`config.mk`:
```
export PLATFORM = sky130hd
export DESIGN_NAME = sad_lane_writer
export DESIGN_NICKNAME = d
export VERILOG_FILES = /design/src/rtl/sad_lane_writer.sv
export SDC_FILE = /design/constraint.sdc
export NUM_CORES = 1
export LEC_CHECK = 0
export CORE_ASPECT_RATIO = 1.2
export CORE_MARGIN = 4
export CORE_UTILIZATION = 40
export CTS_CLUSTER_SIZE = 14
export DETAILED_ROUTE_END_ITERATION = 6
export PLACE_DENSITY = 0.75
export SETUP_SLACK_MARGIN = 0.2
export SYNTH_ARGS = -nofsm -noshare
export SYNTH_HDL_FRONTEND = slang
export SYNTH_SLANG_ARGS = --single-unit
```
`constraint.sdc`:
```
create_clock -name clk -period 2.4 [get_ports clk]
set_input_delay 0.48 -clock clk [delete_from_list [all_inputs] [get_ports clk]]
set_output_delay 0.48 -clock clk [all_outputs]
set_load 0.005 [all_outputs]
```
`src/rtl/sad_lane_writer.sv`:
```
// sad_lane_writer -- producer side of the 32-lane SAD input FIFO bank.
//
// Takes a byte-serial pixel stream (valid/ready), stages one row of LANES
// bytes, then fires a single shared write strobe that loads every lane FIFO
// in parallel. Byte j of a row lands in lane j, so an interleaved stream
// (cur0, ref0, cur1, ref1, ...) puts current pixel k on lane 2k and its
// reference pixel on lane 2k+1. Exactly ROWS rows are written per block.
//
// Optional build macro: SAD_LANE_WRITER_DBUF_EN
//   Adds a second staging bank per lane. A completed row is promoted to the
//   output bank, and filling continues into the fill bank while the output
//   bank waits for its write, so a stream can sustain one row per LANES cycles.
//
// Ports:
//   clk, rst     clock (rising edge), asynchronous active-low reset
//   start        one-cycle pulse that begins a block (ignored while busy)
//   pix_in       pixel byte
//   pix_valid    pix_in valid this cycle
//   pix_ready    block accepts pix_in this cycle
//   full_vec     per-lane FIFO full flags
//   wr           shared FIFO write strobe
//   lane_data    lane n data on bits [DW*n +: DW]
//   busy         high from start acceptance until block_done
//   block_done   one-cycle pulse after the last row's write
//   row_cnt      rows written in the current block

// Per-lane staging: one fill register, plus an output register in the
// double-buffered build.
module sad_lane_stage #(
  parameter int DW = 8
) (
  input  logic          clk,
  input  logic          rst,
  input  logic          fill,
`ifdef SAD_LANE_WRITER_DBUF_EN
  input  logic          promote,
`endif
  input  logic [DW-1:0] pix,
  output logic [DW-1:0] data
);
  logic [DW-1:0] stage_q;

  always_ff @(posedge clk or negedge rst) begin
    if (!rst)      stage_q <= '0;
    else if (fill) stage_q <= pix;
  end

`ifdef SAD_LANE_WRITER_DBUF_EN
  logic [DW-1:0] out_q;

  // The lane whose byte arrives on the promoting edge (the row's last byte)
  // takes it straight from the input rather than from the fill register.
  always_ff @(posedge clk or negedge rst) begin
    if (!rst)         out_q <= '0;
    else if (promote) out_q <= fill ? pix : stage_q;
  end

  assign data = out_q;
`else
  assign data = stage_q;
`endif
endmodule

module sad_lane_writer #(
  parameter int LANES = 32,
  parameter int DW    = 8,
  parameter int ROWS  = 16
) (
  input  logic                clk,
  input  logic                rst,
  input  logic                start,
  input  logic [DW-1:0]       pix_in,
  input  logic                pix_valid,
  output logic                pix_ready,
  input  logic [LANES-1:0]    full_vec,
  output logic                wr,
  output logic [LANES*DW-1:0] lane_data,
  output logic                busy,
  output logic                block_done,
  output logic [4:0]          row_cnt
);
  localparam int IW = $clog2(LANES);

  typedef enum logic [1:0] {IDLE, LOAD, ISSUE, DONE} state_t;

  state_t                    state, state_nxt;
  logic [IW-1:0]             byte_idx;
  logic                      xfer, last_byte, row_fill, last_row, promote;
  logic [LANES-1:0]          fill;
  logic [LANES-1:0][DW-1:0]  lane_q;

  assign xfer      = pix_valid & pix_ready;
  assign last_byte = (byte_idx == IW'(LANES - 1));
  assign row_fill  = xfer & last_byte;
  assign last_row  = (row_cnt == 5'(ROWS - 1));

  // All outputs decode from registered state, so an async reset clears
  // them immediately, including a write strobe that is mid-ISSUE.
  assign busy       = (state == LOAD) | (state == ISSUE);
  assign block_done = (state == DONE);
  assign wr         = (state == ISSUE) & ~|full_vec;

`ifdef SAD_LANE_WRITER_DBUF_EN
  logic       stg_full;
  logic [4:0] rows_staged;

  // Stall only when the fill bank holds a complete row that the output bank
  // cannot take yet, or once the whole block has been staged.
  assign pix_ready = busy & ~stg_full & (rows_staged != 5'(ROWS));

  // The output bank is free when idle in LOAD or when it is written this
  // cycle; a ready row (waiting or just completing) moves into it then.
  assign promote = ((state == LOAD) | wr) & (stg_full | row_fill);
`else
  assign pix_ready = (state == LOAD);
  assign promote   = (state == LOAD) & row_fill;
`endif

  always_comb begin
    state_nxt = state;
    case (state)
      IDLE:    if (start) state_nxt = LOAD;
      LOAD:    if (promote) state_nxt = ISSUE;
      ISSUE: begin
        // No partial writes: the row stays put until every lane has room.
        if (wr) begin
          if (last_row)     state_nxt = DONE;
          else if (promote) state_nxt = ISSUE;
          else              state_nxt = LOAD;
        end
      end
      DONE:    state_nxt = IDLE;
      default: state_nxt = IDLE;
    endcase
  end

  always_ff @(posedge clk or negedge rst) begin
    if (!rst) begin
      state    <= IDLE;
      byte_idx <= '0;
      row_cnt  <= '0;
    end else begin
      state <= state_nxt;
      if ((state == IDLE) && start) begin
        byte_idx <= '0;
        row_cnt  <= '0;
      end else begin
        if (xfer) byte_idx <= last_byte ? '0 : byte_idx + 1'b1;
        if (wr)   row_cnt  <= row_cnt + 5'd1;
      end
    end
  end

`ifdef SAD_LANE_WRITER_DBUF_EN
  always_ff @(posedge clk or negedge rst) begin
    if (!rst) begin
      stg_full    <= 1'b0;
      rows_staged <= '0;
    end else if ((state == IDLE) && start) begin
      stg_full    <= 1'b0;
      rows_staged <= '0;
    end else begin
      if (row_fill) rows_staged <= rows_staged + 5'd1;
      if (row_fill && !promote)      stg_full <= 1'b1;
      else if (promote && stg_full)  stg_full <= 1'b0;
    end
  end
`endif

  for (genvar j = 0; j < LANES; j++) begin : g_lane
    assign fill[j] = xfer & (byte_idx == IW'(j));

    sad_lane_stage #(.DW(DW)) u_lane (
      .clk     (clk),
      .rst     (rst),
      .fill    (fill[j]),
`ifdef SAD_LANE_WRITER_DBUF_EN
      .promote (promote),
`endif
      .pix     (pix_in),
      .data    (lane_q[j])
    );
  end

  assign lane_data = lane_q;
endmodule

```
==> impl_metrics.csv, run 1 <==
group,metric,value,unit
outcome,outcome,"finished clean",
job,maxCapViolCount,0,
power_and_ir_drop,p_leak,7.35,nW
clock_network,clk_pin_slew,0.06,ns
worst_setup_path,worstPathArrival,1.72,ns
detailed_routing,remaining_drc_errors,0,
synth,synth-adder-area-share,1.64,%
detailed_routing,first_iter_violations,163,
layout,nets,1107,
power_and_ir_drop,power.density,902,mW/mm2
sta,final.setup_skew,0.00671,ns
synth,syn_nets,758,
synth,synthCells,700,
sta,maxSlewHeadroom,48.6,%
die,start_util,40.6,%
detailed_routing,viasPerCell,5.03,
worst_setup_path,start_kind,"input pin",
power_and_ir_drop,peakVddDrop,0.531,mV
die,rows,65,
detailed_routing,post_drt_wl_per_cell,21.0,um
sta,fmax,454,MHz
placement,hpwl,20.7,mm
die,core-area,0.0264,mm2
layout,layout.cells.most_common_list,"clkdlybuf4s50_1 (292), dfrtp_1 (268), mux2_2 (247)",
synth,synthSimpleGateAreaFrac,5.75,%
worst_setup_path,r2r_start,"state[1]",
sta,period_needed,2.20,ns
global_route,grt-ovfl-total,0,
worst_hold_path,min_path_type,"register to register",
layout,area_growth_syn_to_layout,44.8,%
worst_setup_path,endpoint_kind,"output port",
sta,tightest_slew,0.771,ns
synth,synth_warnings,0,
global_route,antenna_found_initial,0,
worst_setup_path,required,1.92,ns
power_and_ir_drop,power.total,14.0,mW
worst_setup_path,path_cells,"clkdlybuf4s50_1, nor4_4, nand4_4, nor3_4, buf_2",
clock_network,cts_made_buffers,27,
global_route,grt_pass1_wl,45.4,mm
die,die_area,0.0294,mm2
placement,port_buffers,308,
sta,setup_viol,0,
worst_setup_path,crit_slowest_cell,"clkdlybuf4s50_1",
die,chipHeight,187,um
worst_setup_path,critPathKind,"input pin to output port",
synth,synth_area,0.0107,mm2
synth,synth_seq_cells,268,
worst_setup_path,critical-path-max-stage-delay,0.45,ns
clock_network,clk_latency,0.52,ns
layout,antenna_cells,0,
detailed_routing,ant_nets,0,
synth,ys.flop_type,"dfrtp_1",
synth,ys_async_sr_fraction,100,%
synth,synth-xor-area-share,0,%
clock_network,tritoncts,"yes",
detailed_routing,wirelength,29.5,mm
die,die_x,157,um
placement,place_inst,1351,
global_route,grt_max_degree,82,
layout,layout_commonest_cell,"clkdlybuf4s50_1",
synth,synth_compound_area_share,1.10,%
detailed_routing,dr.pass1.iters,4,
synth,synthMuxAreaShare,27.2,%
worst_setup_path,startpoint,"full_vec[1]",
sta,period_share,91.8,%
global_route,grt_pass1_vias,7585,
layout,fillers,2107,
placement,gp_congestion,0.775,
worst_setup_path,crit_fanout,2,
worst_hold_path,hp-start,"g_lane[17].u_lane.data[1]",
synth,yosysSeqAreaShare,62.7,%
layout,fin_cells,1403,
clock_network,clockRootBuffer,"clkbuf_16",
clock_network,clockBufferDepth,3,
clock_network,cts-htree-levels,1,
layout,drive_above_1_share,34.7,%
synth,synth_edf_count,0,
synth,synth.avg_cell_area,15.3,um2
global_route,grt_use_total,19.8,%
sta,final_max_slew_viol_count,0,
clock_network,cts.sinks,268,
die,ios,309,
synth,synth.distinct_cells,41,
sta,rsz0062_at_grt,"true",
synth,synth_top_family_by_area,"multiplexers",
detailed_routing,num_vias,7057,
sta,hold_viol_final,0,
[cells in the mapped netlist, types with 2 or more instances]
library cell | n | share of area (%)
dfrtp_1 | 268 | 63
mux2_2 | 247 | 26
clkbuf_1 | 30 | 1.1
nand2_1 | 27 | 0.95
ha_1 | 14 | 1.6
nor2_1 | 13 | 0.46
mux2_1 | 9 | 0.95
nand3_1 | 9 | 0.42
nor2_2 | 9 | 0.53
nor4_2 | 8 | 0.94
a21oi_1 | 7 | 0.33
buf_2 | 7 | 0.33
inv_1 | 7 | 0.25
nand2b_1 | 4 | 0.23
nand4_1 | 4 | 0.23
nor2_4 | 3 | 0.32
nor3_1 | 3 | 0.14
o31ai_1 | 3 | 0.21
or4_1 | 3 | 0.21
a21o_1 | 2 | 0.14
and3_1 | 2 | 0.12
mux2i_1 | 2 | 0.19
[worst max-delay path, delay by kind of cell]
family	cells	cell delay, ns
AND/OR/NAND/NOR	3	0.65
buffers and inverters	2	0.59
[routing by layer]
layer | global-route usage (%) | routed length (um) | vias up
li1 | - | - | 3176
met1 | 24.8 | 11700 | 3610
met2 | 33.9 | 14900 | 229
met3 | 4.86 | 2100 | 42
met4 | 5.83 | 840 | 0
met5 | 0 | 0 | -
[layout make-up]
| cell class | instances | area (um2) | area share (%) |
|---|---|---|---|
| multi-input cells | 388 | 3880 | 25.1 |
| clock buffers | 37 | 763 | 4.93 |
| inverters | 7 | 26.3 | 0.170 |
| well taps | 335 | 419 | 2.71 |
| clock inverters | 11 | 119 | 0.768 |
| repair buffers | 357 | 3570 | 23.1 |
| flip-flops and latches | 268 | 6710 | 43.3 |
[sequential cells by signal, indices dropped and copies added, names as in the netlist]
register and cells:
byte_idx 5, state 2, row_cnt 5, g_lane.u_lane.data 256
[power breakdown]
| part | leakage (nW) | switching (mW) | internal, mW |
|---|---|---|---|
| combinational | 3.27 | 1.50 | 2.40 |
| clock | 0.424 | 1.71 | 2.44 |
| sequential | 3.66 | 0.513 | 5.40 |
[final timing paths]
kind                                                   to  slack [ns]  cells past startpoint
worst min-delay path            g_lane[17].u_lane.data[1]        0.49                      1
worst min register to register  g_lane[17].u_lane.data[1]        0.49                      1
max in group asynchronous       g_lane[10].u_lane.data[0]        1.07                      3
worst max register to register  g_lane[30].u_lane.data[3]        0.33                      6
worst max-delay path                                   wr        0.20                      5
min in group asynchronous       g_lane[10].u_lane.data[1]        0.54                      2
[through the flow]
stage	hold WS [ns]	worst slack (ns)	cell area (um2)	utilization, %	setup TNS [ns]
after floorplan	0.184	0.325	10700	-	0
after global placement	0.467	-0.297	14500	55.0	-0.333
after detailed placement	0.479	-0.310	14500	55.0	-0.624
after CTS	0.494	0.00740	15400	58.5	0
after global routing	0.501	0.152	15500	58.8	0
final	0.488	0.197	15500	58.8	0
[what timing repair did]
item | CTS | global route
pin swaps | 3 | 9
endpoints found under the setup margin | 6 | 3
hold buffers | 1 | 0
setup buffers | 1 | 2
endpoints found under the hold margin | 72 | 0
resized for setup | 9 | 21
[cells by family (layout without fill, tap and decap cells)]
family,count (synthesis),in the layout
AO/OA/AOI/OAI,18,18
adder cells (fa/ha/maj),14,14
buffers and inverters,44,412
flip-flops,268,268
multiplexers,258,258
AND/OR/NAND/NOR,98,98
Note: power is estimated with default switching activity, not from simulation.
==> inputs of run 2 (changes only) <==
- CORE_MARGIN: 4 -> 2
- GPL_ROUTABILITY_DRIVEN: not set -> 0
==> run 2 against run 1 <==
  * Via count is 0.75% higher
  * Non-clock buffer count fell by 2
  * Sequential cell count stayed put
  * Critical path type unchanged
  * Critical path depth is the same
  * First-iteration DRC count rose by 14%
  * Largest power group unchanged
  * Total power fell by 0.75%
  * Clock skew rose by 0.0075 ns
  * Global-route usage increased by 0.69 points
  * Sequential power is essentially flat
  * Die area is 4.6% lower
  * Clock power decreased by 3%
  * Clock-buffer cell count increased by 3
==> impl_metrics.csv, run 2 (synthesis results as in run 1) <==
group,metric,value,unit
job,maxCapViolCount,0,
worst_setup_path,endpoint_kind,"output port",
worst_setup_path,critPathTopFamily,"simple AND/OR/NAND/NOR gates",
sta,final.setup_skew,0.0142,ns
sta,period_needed,2.22,ns
worst_setup_path,critical-path-max-stage-delay,0.46,ns
layout,layout.cells.most_common_list,"clkdlybuf4s50_1 (293), dfrtp_1 (266), mux2_2 (247)",
detailed_routing,wirelength,29.3,mm
worst_setup_path,r2r_start,"state[1]",
power_and_ir_drop,p_leak,7.33,nW
outcome,outcome,"finished clean",
die,core-area,0.0263,mm2
layout,fin_cells,1399,
clock_network,clockBufferDepth,3,
global_route,antenna_found_initial,0,
placement,place_inst,1349,
clock_network,cts-htree-levels,1,
global_route,grt_pass1_vias,7437,
sta,finalSetupTns,0,ns
sta,hold_viol_final,0,
clock_network,clk_latency,0.53,ns
worst_setup_path,rr_worst_depth,6,
power_and_ir_drop,peakVddDrop,0.661,mV
global_route,grt_max_degree,75,
die,chipHeight,183,um
worst_setup_path,crit_fanout,2,
placement,hpwl,20.0,mm
detailed_routing,dr.pass1.iters,4,
sta,maxSlewHeadroom,58.5,%
die,rows,65,
worst_setup_path,crit_slowest_cell,"clkdlybuf4s50_1",
clock_network,clk_pin_slew,0.06,ns
worst_setup_path,path_depth,5,
worst_setup_path,start_kind,"input pin",
worst_setup_path,worstPathArrival,1.74,ns
sta,period_share,92.3,%
detailed_routing,post_drt_wl_per_cell,20.9,um
layout,layout_commonest_cell,"clkdlybuf4s50_1",
worst_setup_path,worstSetupEndpoint,"wr",
die,start_util,40.7,%
sta,tightest_slew,0.622,ns
global_route,grt_use_total,20.5,%
layout,design_area,0.0155,mm2
die,ios,309,
layout,drive_above_1_share,34.6,%
worst_setup_path,critPathKind,"input pin to output port",
clock_network,tritoncts,"yes",
global_route,grt-ovfl-total,0,
sta,setup_viol,0,
worst_setup_path,r2r_end,"g_lane[27].u_lane.data[3]",
sta,final_max_slew_viol_count,0,
worst_setup_path,startpoint,"full_vec[27]",
worst_setup_path,cp_num_buf_inv,2,
sta,rsz0062_at_grt,"true",
detailed_routing,ant_nets,0,
die,die_area,0.0281,mm2
detailed_routing,remaining_drc_errors,0,
global_route,grt_pass1_wl,45.0,mm
detailed_routing,viasPerCell,5.08,
clock_network,cts_made_buffers,26,
layout,fillers,2090,
clock_network,cts.sinks,268,
worst_setup_path,r2r_slack,0.30,ns
worst_setup_path,path_cells,"clkdlybuf4s50_1, nor4_4, nand4_2, nor3_4, buf_2",
worst_hold_path,min_path_type,"input pin to asynchronous set/reset pin",
layout,antenna_cells,0,
placement,port_buffers,308,
die,die_x,153,um
layout,area_growth_syn_to_layout,44.6,%
power_and_ir_drop,power.density,897,mW/mm2
detailed_routing,num_vias,7110,
worst_setup_path,required,1.92,ns
clock_network,clockRootBuffer,"clkbuf_16",
placement,place_area,0.0145,mm2
layout,nets,1104,
sta,fmax,451,MHz
layout,largest_reg_flops,256,
detailed_routing,first_iter_violations,186,
layout,final_util,58.9,%
-- run 2: cell count changes in the layout (fill, tap and decap cells not counted), sizes merged --
cell / change
clkbuf: +3
bufinv: -1
clkdlybuf4s50: +1
inv: -1
clkinv: -1
buf: -2
clkinvlp: -2
dlygate4sd2: -1
-- run 2: power by group --
part           switching, mW  internal [mW]  leakage (nW)  total [mW]
Clock                   1.69           2.32         0.408        4.01
Combinational           1.52           2.42          3.26        3.94
Sequential             0.508           5.41          3.65        5.91
Total                   3.71           10.1          7.33        13.9
-- run 2: timing repair --
action / CTS / global route
endpoints found under the setup margin: 139 / 15
hold buffers: 1 / 0
setup buffers: 3 / 0
endpoints found under the hold margin: 66 / 0
pin swaps: 4 / 10
resized for setup: 15 / 20
gates cloned: 0 / 0
-- run 2: final cells by class --
class                   count  area [um2]  share of cell area [%]
clock inverters             6        71.3                   0.461
flip-flops and latches    268        6710                    43.4
repair buffers            355        3560                    23.0
clock buffers              40         773                    5.00
inverters                   7        28.8                   0.186
well taps                 335         419                    2.71
multi-input cells         388        3900                    25.2
-- run 2: per-layer routing --
layer	track usage (%)	wire, um	vias up
li1	-	-	3165
met1	25.9	12000	3667
met2	35.1	14600	237
met3	5.06	1980	41
met4	5.93	710	0
met5	0	0	-
-- run 2: how the worst min path moves through the flow --
stage	from	to	cells after the start
finish	rst	g_lane[6].u_lane.data[0]	2
global route	g_lane[26].u_lane.data[5]	g_lane[26].u_lane.data[5]	1
CTS	g_lane[13].u_lane.data[5]	g_lane[13].u_lane.data[5]	1
detailed placement	g_lane[13].u_lane.data[5]	g_lane[13].u_lane.data[5]	1
global placement	g_lane[13].u_lane.data[5]	g_lane[13].u_lane.data[5]	1
floorplan	rst	byte_idx[0]	0
-- run 2: per-stage QoR --
stage,hold WS (ns),total power [mW],setup slack [ns]
finish,0.486,13.9,0.184
global route,0.513,14.6,0.108
CTS,0.492,14.0,0.00379
detailed placement,0.478,9.92,-0.363
global placement,0.469,9.81,-0.357
floorplan,0.184,7.33,0.325
-- run 2: worst reg2reg max path, delay by kind of cell, from the launching register on --
kind,cells,cell delay (ns)
muxes,1,0.41
adders and majority gates,1,0.16
and+or+nand+nor,3,0.89
buffers and inverters,1,0.10
DFF,1,0.43
